`src/rtl/fir_pkg.sv`:
```
// fir_pkg: shared definitions for the time-multiplexed FIR filter.
//   - fir_state_t : controller states (IDLE, MAC, OUT)
//   - width_of()  : index width for a range of n values, never below 1 bit
//   - DEFAULT_CW / DEFAULT_KW : channel and tap-counter widths at the default sizes
//   - round_sat() : round-half-up right shift followed by clamping to a signed width
package fir_pkg;

    typedef enum logic [1:0] {
        IDLE = 2'd0,
        MAC  = 2'd1,
        OUT  = 2'd2
    } fir_state_t;

    function automatic int width_of(input int n);
        return (n <= 1) ? 1 : $clog2(n);
    endfunction

    localparam int DEFAULT_N  = 16;
    localparam int DEFAULT_C  = 4;
    localparam int DEFAULT_CW = width_of(DEFAULT_C);
    localparam int DEFAULT_KW = width_of(DEFAULT_N);

    // Works on a 64-bit signed copy of the accumulator so that adding the
    // rounding bias can never overflow. The return value is already clamped
    // to the bw-bit signed range; sat reports whether clamping happened.
    function automatic logic signed [63:0] round_sat(
        input  logic signed [63:0] acc,
        input  int                 shift,
        input  int                 bw,
        output logic               sat
    );
        logic signed [63:0] biased;
        logic signed [63:0] rounded;
        logic signed [63:0] max_v;
        logic signed [63:0] min_v;
        biased  = (shift > 0) ? acc + (64'sd1 <<< (shift - 1)) : acc;
        rounded = biased >>> shift;
        max_v   = (64'sd1 <<< (bw - 1)) - 64'sd1;
        min_v   = -(64'sd1 <<< (bw - 1));
        sat     = 1'b0;
        if (rounded > max_v) begin
            rounded = max_v;
            sat     = 1'b1;
        end else if (rounded < min_v) begin
            rounded = min_v;
            sat     = 1'b1;
        end
        return rounded;
    endfunction

endpackage

```
`src/rtl/fir_round_sat.sv`:
```
// fir_round_sat: combinational output stage of the FIR filter.
// Shifts the accumulator right by SHIFT with round-half-up, then clamps to a
// BITWIDTH-bit signed value.
//   acc  in  ACCWIDTH  signed accumulator
//   data out BITWIDTH  signed rounded, clamped result
//   sat  out 1         result was clamped
module fir_round_sat
    import fir_pkg::*;
#(
    parameter int ACCWIDTH = 36,
    parameter int BITWIDTH = 16,
    parameter int SHIFT    = 15
) (
    input  logic signed [ACCWIDTH-1:0] acc,
    output logic signed [BITWIDTH-1:0] data,
    output logic                       sat
);

    logic signed [63:0] acc_ext;

    // The helper already clamps, so keeping only the low BITWIDTH bits is exact.
    always_comb begin
        acc_ext = 64'(acc);
        data    = BITWIDTH'(round_sat(acc_ext, SHIFT, BITWIDTH, sat));
    end

endmodule

```
`src/rtl/fir_tdm.sv`:
```
// fir_tdm: time-multiplexed, multi-channel, optionally decimating FIR filter.
// A single multiply-accumulate unit is shared by N taps and C channels. Each
// channel keeps its own delay line and decimation phase.
// Ports:
//   clk, resetn                 clock, synchronous active-low reset
//   coef_we/coef_addr/coef_data runtime coefficient write (accepted only while idle)
//   in_valid/in_ready           input handshake, in_chan selects the channel
//   in_chan, in_data            channel and signed sample
//   out_valid/out_ready         output handshake
//   out_chan, out_data, out_sat channel, rounded/saturated result, clip flag
module fir_tdm
    import fir_pkg::*;
#(
    parameter  int BITWIDTH  = 16,
    parameter  int COEFWIDTH = 16,
    parameter  int N         = 16,
    parameter  int C         = 4,
    parameter  int ACCWIDTH  = 36,
    parameter  int SHIFT     = 15,
    parameter  int DECIM     = 1,
    localparam int CW        = width_of(C),
    localparam int AW        = width_of(N),
    localparam int KW        = width_of(N),
    localparam int PHW       = width_of(DECIM),
    localparam int PW        = BITWIDTH + COEFWIDTH
) (
    input  logic                        clk,
    input  logic                        resetn,
    input  logic                        coef_we,
    input  logic [AW-1:0]               coef_addr,
    input  logic signed [COEFWIDTH-1:0] coef_data,
    input  logic                        in_valid,
    output logic                        in_ready,
    input  logic [CW-1:0]               in_chan,
    input  logic signed [BITWIDTH-1:0]  in_data,
    output logic                        out_valid,
    input  logic                        out_ready,
    output logic [CW-1:0]               out_chan,
    output logic signed [BITWIDTH-1:0]  out_data,
    output logic                        out_sat
);

    logic signed [BITWIDTH-1:0]  z     [C][N];
    logic signed [COEFWIDTH-1:0] coef  [N];
    logic [PHW-1:0]              phase [C];

    fir_state_t                  state;
    logic [KW-1:0]               k;
    logic [CW-1:0]               ch;
    logic signed [ACCWIDTH-1:0]  acc;
    logic signed [ACCWIDTH-1:0]  acc_next;
    logic signed [PW-1:0]        prod;
    logic signed [BITWIDTH-1:0]  rs_data;
    logic                        rs_sat;
    logic                        accept;
    logic                        start;

    // Samples addressed to a channel that does not exist are consumed but
    // leave every delay line and phase untouched.
    always_comb begin
        accept = in_ready && in_valid && (int'(in_chan) < C);
        start  = accept && (phase[in_chan] == '0);
    end

    always_comb begin
        prod     = PW'(z[ch][k]) * PW'(coef[k]);
        acc_next = acc + ACCWIDTH'(prod);
    end

    // Rounding looks at acc_next so the final tap can be folded in on the same
    // edge that loads the output registers; this keeps acceptance-to-output
    // at N+1 cycles.
    fir_round_sat #(
        .ACCWIDTH (ACCWIDTH),
        .BITWIDTH (BITWIDTH),
        .SHIFT    (SHIFT)
    ) u_round_sat (
        .acc  (acc_next),
        .data (rs_data),
        .sat  (rs_sat)
    );

    // Delay lines, decimation phases and coefficients. A coefficient written in
    // the same cycle as an accept is already in place when the MAC starts.
    always_ff @(posedge clk) begin
        if (!resetn) begin
            for (int ci = 0; ci < C; ci++) begin
                phase[ci] <= '0;
                for (int ti = 0; ti < N; ti++) begin
                    z[ci][ti] <= '0;
                end
            end
            for (int ti = 0; ti < N; ti++) begin
                coef[ti] <= '0;
            end
        end else begin
            if (in_ready && coef_we && (int'(coef_addr) < N)) begin
                coef[coef_addr] <= coef_data;
            end
            if (accept) begin
                for (int ti = N - 1; ti > 0; ti--) begin
                    z[in_chan][ti] <= z[in_chan][ti-1];
                end
                z[in_chan][0]  <= in_data;
                phase[in_chan] <= (phase[in_chan] == PHW'(DECIM - 1)) ? '0
                                                                      : phase[in_chan] + PHW'(1);
            end
        end
    end

    // Controller. in_ready and out_valid are registered alongside the state so
    // neither depends combinationally on the handshake inputs.
    always_ff @(posedge clk) begin
        if (!resetn) begin
            state     <= IDLE;
            in_ready  <= 1'b1;
            out_valid <= 1'b0;
            k         <= '0;
            ch        <= '0;
            acc       <= '0;
            out_chan  <= '0;
            out_data  <= '0;
            out_sat   <= 1'b0;
        end else begin
            case (state)
                IDLE: begin
                    if (start) begin
                        ch       <= in_chan;
                        acc      <= '0;
                        k        <= '0;
                        state    <= MAC;
                        in_ready <= 1'b0;
                    end
                end
                MAC: begin
                    acc <= acc_next;
                    if (k == KW'(N - 1)) begin
                        k         <= '0;
                        state     <= OUT;
                        out_valid <= 1'b1;
                        out_chan  <= ch;
                        out_data  <= rs_data;
                        out_sat   <= rs_sat;
                    end else begin
                        k <= k + KW'(1);
                    end
                end
                OUT: begin
                    if (out_ready) begin
                        state     <= IDLE;
                        out_valid <= 1'b0;
                        in_ready  <= 1'b1;
                    end
                end
                default: begin
                    state     <= IDLE;
                    out_valid <= 1'b0;
                    in_ready  <= 1'b1;
                end
            endcase
        end
    end

endmodule
```
`config.mk`:
```
export PLATFORM = sky130hd
export DESIGN_NAME = fir_tdm
export DESIGN_NICKNAME = d
export VERILOG_FILES = /design/src/rtl/fir_pkg.sv /design/src/rtl/fir_round_sat.sv /design/src/rtl/fir_tdm.sv
export SDC_FILE = /design/constraint.sdc
export NUM_CORES = 2
export LEC_CHECK = 0
export ABC_AREA = 1
export CORE_UTILIZATION = 35
export DETAILED_ROUTE_END_ITERATION = 10
export PLACE_DENSITY = 0.51
export SLEW_MARGIN = 20
export SYNTH_ARGS = -nofsm -noshare
export SYNTH_HDL_FRONTEND = slang
export SYNTH_SLANG_ARGS = --single-unit
```
`constraint.sdc`:
```
create_clock -name clk -period 13.01 [get_ports clk]
set_input_delay 3.903 -clock clk [delete_from_list [all_inputs] [get_ports clk]]
set_output_delay 3.903 -clock clk [all_outputs]
set_load 0.01 [all_outputs]
```
Word level (Yosys, flattened, before mapping)
Memories as Yosys holds them, arrays and structs flattened. A register that Yosys moved wholly into a read port is not among the register bits.
Cells that the tools add are included.
- div/mod/pow operators: 0
- equality and inequality tests: 6
- shift operators: 0
- reductions and logical operators: 14
- mux-type cells: 43
- add/subtract/negate cells: 4
- $lt $le $gt $ge: 3
- $mul: 1
- bitwise operators: 4
- operators with widths (cell ; number):
    $mux W256 ; 1
    $reduce_or A256 Y1 ; 1
    $mux W16 ; 5
    $pmux W36 S2 ; 1
    $bmux W16 S4 ; 1
    $add A36 B16 Y37 const B ; 1
    $add A36 B32 Y36 ; 1
    $mux W36 ; 1
    $mul A16 B16 Y32 ; 1
    $gt A22 B16 Y1 const B ; 1
    $lt A22 B16 Y1 const B ; 1
    $mux W4 ; 5
    $mux W1 ; 18
    $reduce_or A16 Y1 ; 1
    $mux W2 ; 7
    $reduce_and A3 Y1 ; 3
    $pmux W4 S2 ; 1
    $ne A2 B2 Y1 const B ; 3
    $pmux W1 S3 ; 2
    $pmux W2 S3 ; 1
    $reduce_and A2 Y1 ; 3
    $ge A5 B5 Y1 const B ; 1
    $not A4 Y5 ; 1
    $add A4 B1 Y4 const B ; 1
    other kinds (9) ; 13
- logic and storage cells: 87
- memories kept: 3
- memory bits (writable): 1284
- memory bits (read-only): 0
- bits in registers: 65
- output and inout bits: 21
- latch bits: 0
- memories (name ; depth ; bits a word ; read ports ; clocked after Yosys merged registers in ; write ports ; RTL line ; source):
    z ; 4 ; 256 ; 2 ; 1 ; 4 ; fir_tdm.sv:43 ; logic signed [BITWIDTH-1:0] z [C][N];
    coef ; 16 ; 16 ; 1 ; 1 ; 16 ; fir_tdm.sv:44 ; logic signed [COEFWIDTH-1:0] coef [N];
    phase ; 4 ; 1 ; 1 ; 0 ; 4 ; fir_tdm.sv:45 ; logic [PHW-1:0] phase [C];

Depth between registers and ports, before layout
- depth in word-level cells: 10
- mapped depth: 54
- depth with buffers taken out: 48

Modules after synthesis
From an unflattened synthesis, not the netlist that was laid out.
- cell total of the unflattened synthesis: 8066
- area, all modules: 76853.7 sq um
- modules (own cells, without submodules) (module ; cells each ; instances ; sequential area each (sq um) ; area each (sq um)):
    fir_tdm ; 7910 ; 1 ; 39918.3 ; 76071.7
    fir_round_sat ; 156 ; 1 ; 0.0 ; 782.0

Worst setup path before layout
OpenSTA, ideal clock, no wires.
- path kind: input port to flip-flop
- from: input port in_chan[0]
- to: memory z[2][0] (netlist bit) (enable)
- stages: 8
- data arrival time: 9.194 ns
- required time: 11.060 ns
- path slack: 1.867 ns
- cells stage by stage: clkbuf_1 clkbuf_1 nor2_1 inv_1 nor2_1 clkinv_1 clkbuf_1 nand2_1
- RTL lines (item ; RTL line ; source):
    start, declared ; fir_tdm.sv:34 ; input logic [CW-1:0] in_chan,
    end, declared ; fir_tdm.sv:43 ;

==> reports/qor.yml <==
logic_synthesis:
  synthCells: 8257
  synthXorXnorAreaFrac_pct: 0.154
  synth_fa_ha_area_share_pct: 9.80
  yosysSeqAreaShare_pct: 51.1
  synth_edf_count: 1280
  synth_top_family_by_area: "simple AND/OR/NAND/NOR gates"
  async_reset_ff_share_pct: 0
  synth-compound-area-share_pct: 14.4
  syn_nets: 8723
  syn-cell-area_um2: 78100
  yosysWarnings: 0
  synthSimpleGateAreaFrac_pct: 16.2
  synth-main-ff-cell: "edfxtp_1"
  synth_mux_area_share_pct: 0.832
  ys_types: 51
  synth-seq-cells: 1354
  syn_avg_cell_area_um2: 9.46
timing:
  fin_crit_ns: 11.22
  worst_slew_pin_slew_ns: 1.07
  finalSetupTns_ns: 0
  final-max-slew-violation-count: 0
  worst_hold_slack_ns: 0.433
  period_share_pct: 86.2
  rsz0062_at_grt: "no"
  setup_viol: 0
  hold_viol: 0
  max-slew-margin-rel_pct: 28.9
  max_freq_mhz: 89.2
  skew_ns: 0.0644
setup_path:
  crit_top_cell: "nand2_1"
  path_delay_family: "adder cells"
  endpoint_kind: "flip-flop"
  critical_path_arrival_ns: 11.91
  reg2reg_depth: 41
  cp_num_buf_inv: 11
  max_stage_delay_ns: 0.76
  critPathSlowestCell: "inv_8"
  worst_ep_required_time_ns: 13.71
  startpoint_type: "flip-flop"
  path_max_fanout: 131
  criticalPathCategory: "reg2reg"
  cp.depth: 41
worst_hold_path:
  hold_start: "phase[2]"
  hp-class: "reg2reg"
  min_delay_path_depth: 2
clocking:
  cts_setup_buffers: 0
  cts.clk_slew.worst_paths_ns: 0.06
  clk_path_buf_depth: 3
  hold_buffers: 0
  numCtsBuffers: 157
  cts-htree-levels: 4
  cts_tree: "yes"
  cts_resized: 0
  cts.sinks: 1354
  cts_root_buf: "clkbuf_16"
  clk_latency_ns: 0.86
placement:
  portBuffers: 63
  dpl_cell_area_um2: 81100
  gp_congestion: 0.909
  dpl.hpwl_um: 143000
drt:
  drt-initial-drc-count: 6041
  drt_wl_total_um: 250000
  drtAntennaViolNets: 0
  routedWlPerCell_um: 22.6
  vias: 60646
  vias_per_cell: 5.49
  drc: 2
  firstDrtPassIters: 9
cells_and_area:
  finish.instance_area_um2: 86200
  fillers: 21850
  drive_above_1_share_pct: 4.95
  layout.nets: 8412
  area_growth_pct: 10.3
run:
  drv_cap: 0
floorplanning:
  start_util_pct: 35.2
  die_y_um: 474
  die-area_um2: 225000
  io_pins: 64
  rows: 173
  core_um2: 222000
  die_width_um: 474
run_status:
  failed_checks: "design-rule violations"
  outcome: "finished, violations left"
global_route:
  grt_pass1_vias: 59656
  antenna_found_initial: 4
  grt.total_usage_pct: 21.9
  grt_max_degree: 167
  grt_pass1_wl_um: 379000
  grt-ovfl-total: 0
==> state kept, by name, summed over array words and instances (netlist names), named ones only <==
register / count
acc: 36
ch: 2
coef: 256
in_ready: 1
k: 4
out_chan: 2
out_data: 16
out_sat: 1
out_valid: 1
phase: 3
state: 2
z: 1024
==> path summary, 6_finish.rpt <==
path / endpoint / slack [ns]
hold / removal: phase[2] / 0.43
setup reg to reg: out_sat / 1.79
hold reg to reg: phase[2] / 0.43
setup / recovery: out_sat / 1.79
==> worst register-to-register path, delay by kind of cell (launching register included) <==
kind            cells  cell delay [ns]
simple gates       17             2.78
xor+xnor            1             0.52
compound gates      5             1.67
fa+ha+maj           7             3.08
buf+inv            11             2.55
flops               1             0.52
==> routing by layer <==
layer  track usage (%)  vias to the layer above  wire, um
met1              32.4                    30335    118000
met4              5.47                        0      5260
met5                 0                        -         0
met2              33.9                     2140    111000
li1                  -                    27873         -
met3              2.57                      298     15500
==> cells in the mapped netlist (all sizes together), types with 5 or more instances <==
cell type	count	area, um2
a211oi	223	1670
a21oi	188	990
buf	83	410
clkbuf	548	2060
clkinv	16	60.1
dfxtp	74	1480
edfxtp	1280	38400
fa	314	6290
ha	109	1360
inv	897	3370
mux2	7	78.8
mux2i	57	571
nand2	714	2710
nand3	166	886
nand3b	5	37.5
nand4	24	156
nor2	1507	5700
nor3	13	65.1
nor3b	218	1640
nor4	222	1390
o211ai	65	488
o21ai	1210	6060
o21bai	8	60.1
o221ai	32	280
o22ai	229	1430
o311ai	6	52.6
o32ai	14	123
xor2	8	85.1
==> logic make-up (layout without fill, tap and decap cells) <==
| family | count (synthesis) | count (layout) |
|---|---|---|
| flops | 1354 | 1354 |
| compound gates | 1984 | 1984 |
| mux | 64 | 64 |
| fa+ha+maj | 423 | 423 |
| buf+inv | 1544 | 1362 |
| other cells | 0 | 1 |
| xor+xnor | 12 | 12 |
| simple gates | 2876 | 2876 |
==> stage by stage <==
stage / worst slack (ns) / utilization [%] / instances
6_report: 1.79 / 38.8 / 11051
5_1_grt: 1.29 / 38.8 / 11051
4_1_cts: 1.90 / 38.8 / 11050
3_5_place_dp: 1.93 / 36.6 / 10762
3_3_place_gp: 1.98 / 36.6 / 10762
2_1_floorplan: 1.87 / - / 8257
==> cell type report <==
cell class	count	area [um2]	area share (%)
flip-flops and latches	1354	39900	46.4
multi-input cells	5359	32300	37.5
clock buffers	207	4130	4.79
well taps	2975	3720	4.32
inverters	913	3490	4.05
repair buffers	161	1670	1.94
clock inverters	81	897	1.04
diodes	1	2.50	0.00290
==> cell usage in the layout (no fill, tap or decap), types with 8 or more instances in the layout <==
master / n
fa_1: 314
nor2_2: 15
nand2_1: 702
o21bai_1: 8
nor3b_1: 218
nand3_2: 11
o21ai_0: 1209
clkbuf_16: 157
dfxtp_1: 66
buf_4: 74
clkinv_16: 12
o211ai_1: 65
nor4_1: 222
o22ai_1: 229
clkinv_1: 44
ha_1: 109
clkbuf_1: 49
clkinv_2: 20
clkdlybuf4s50_1: 60
nor2_1: 1490
a21oi_2: 10
o221ai_1: 32
nand3_1: 155
a21oi_1: 177
buf_12: 24
inv_1: 881
inv_2: 9
mux2i_1: 57
nor3_1: 13
nand4_1: 23
edfxtp_1: 1280
a211oi_1: 223
o32ai_1: 14
Power is left out: the tool's default activity adds up to more than one toggle a clock period on the data nets, which glitch-free logic cannot reach.
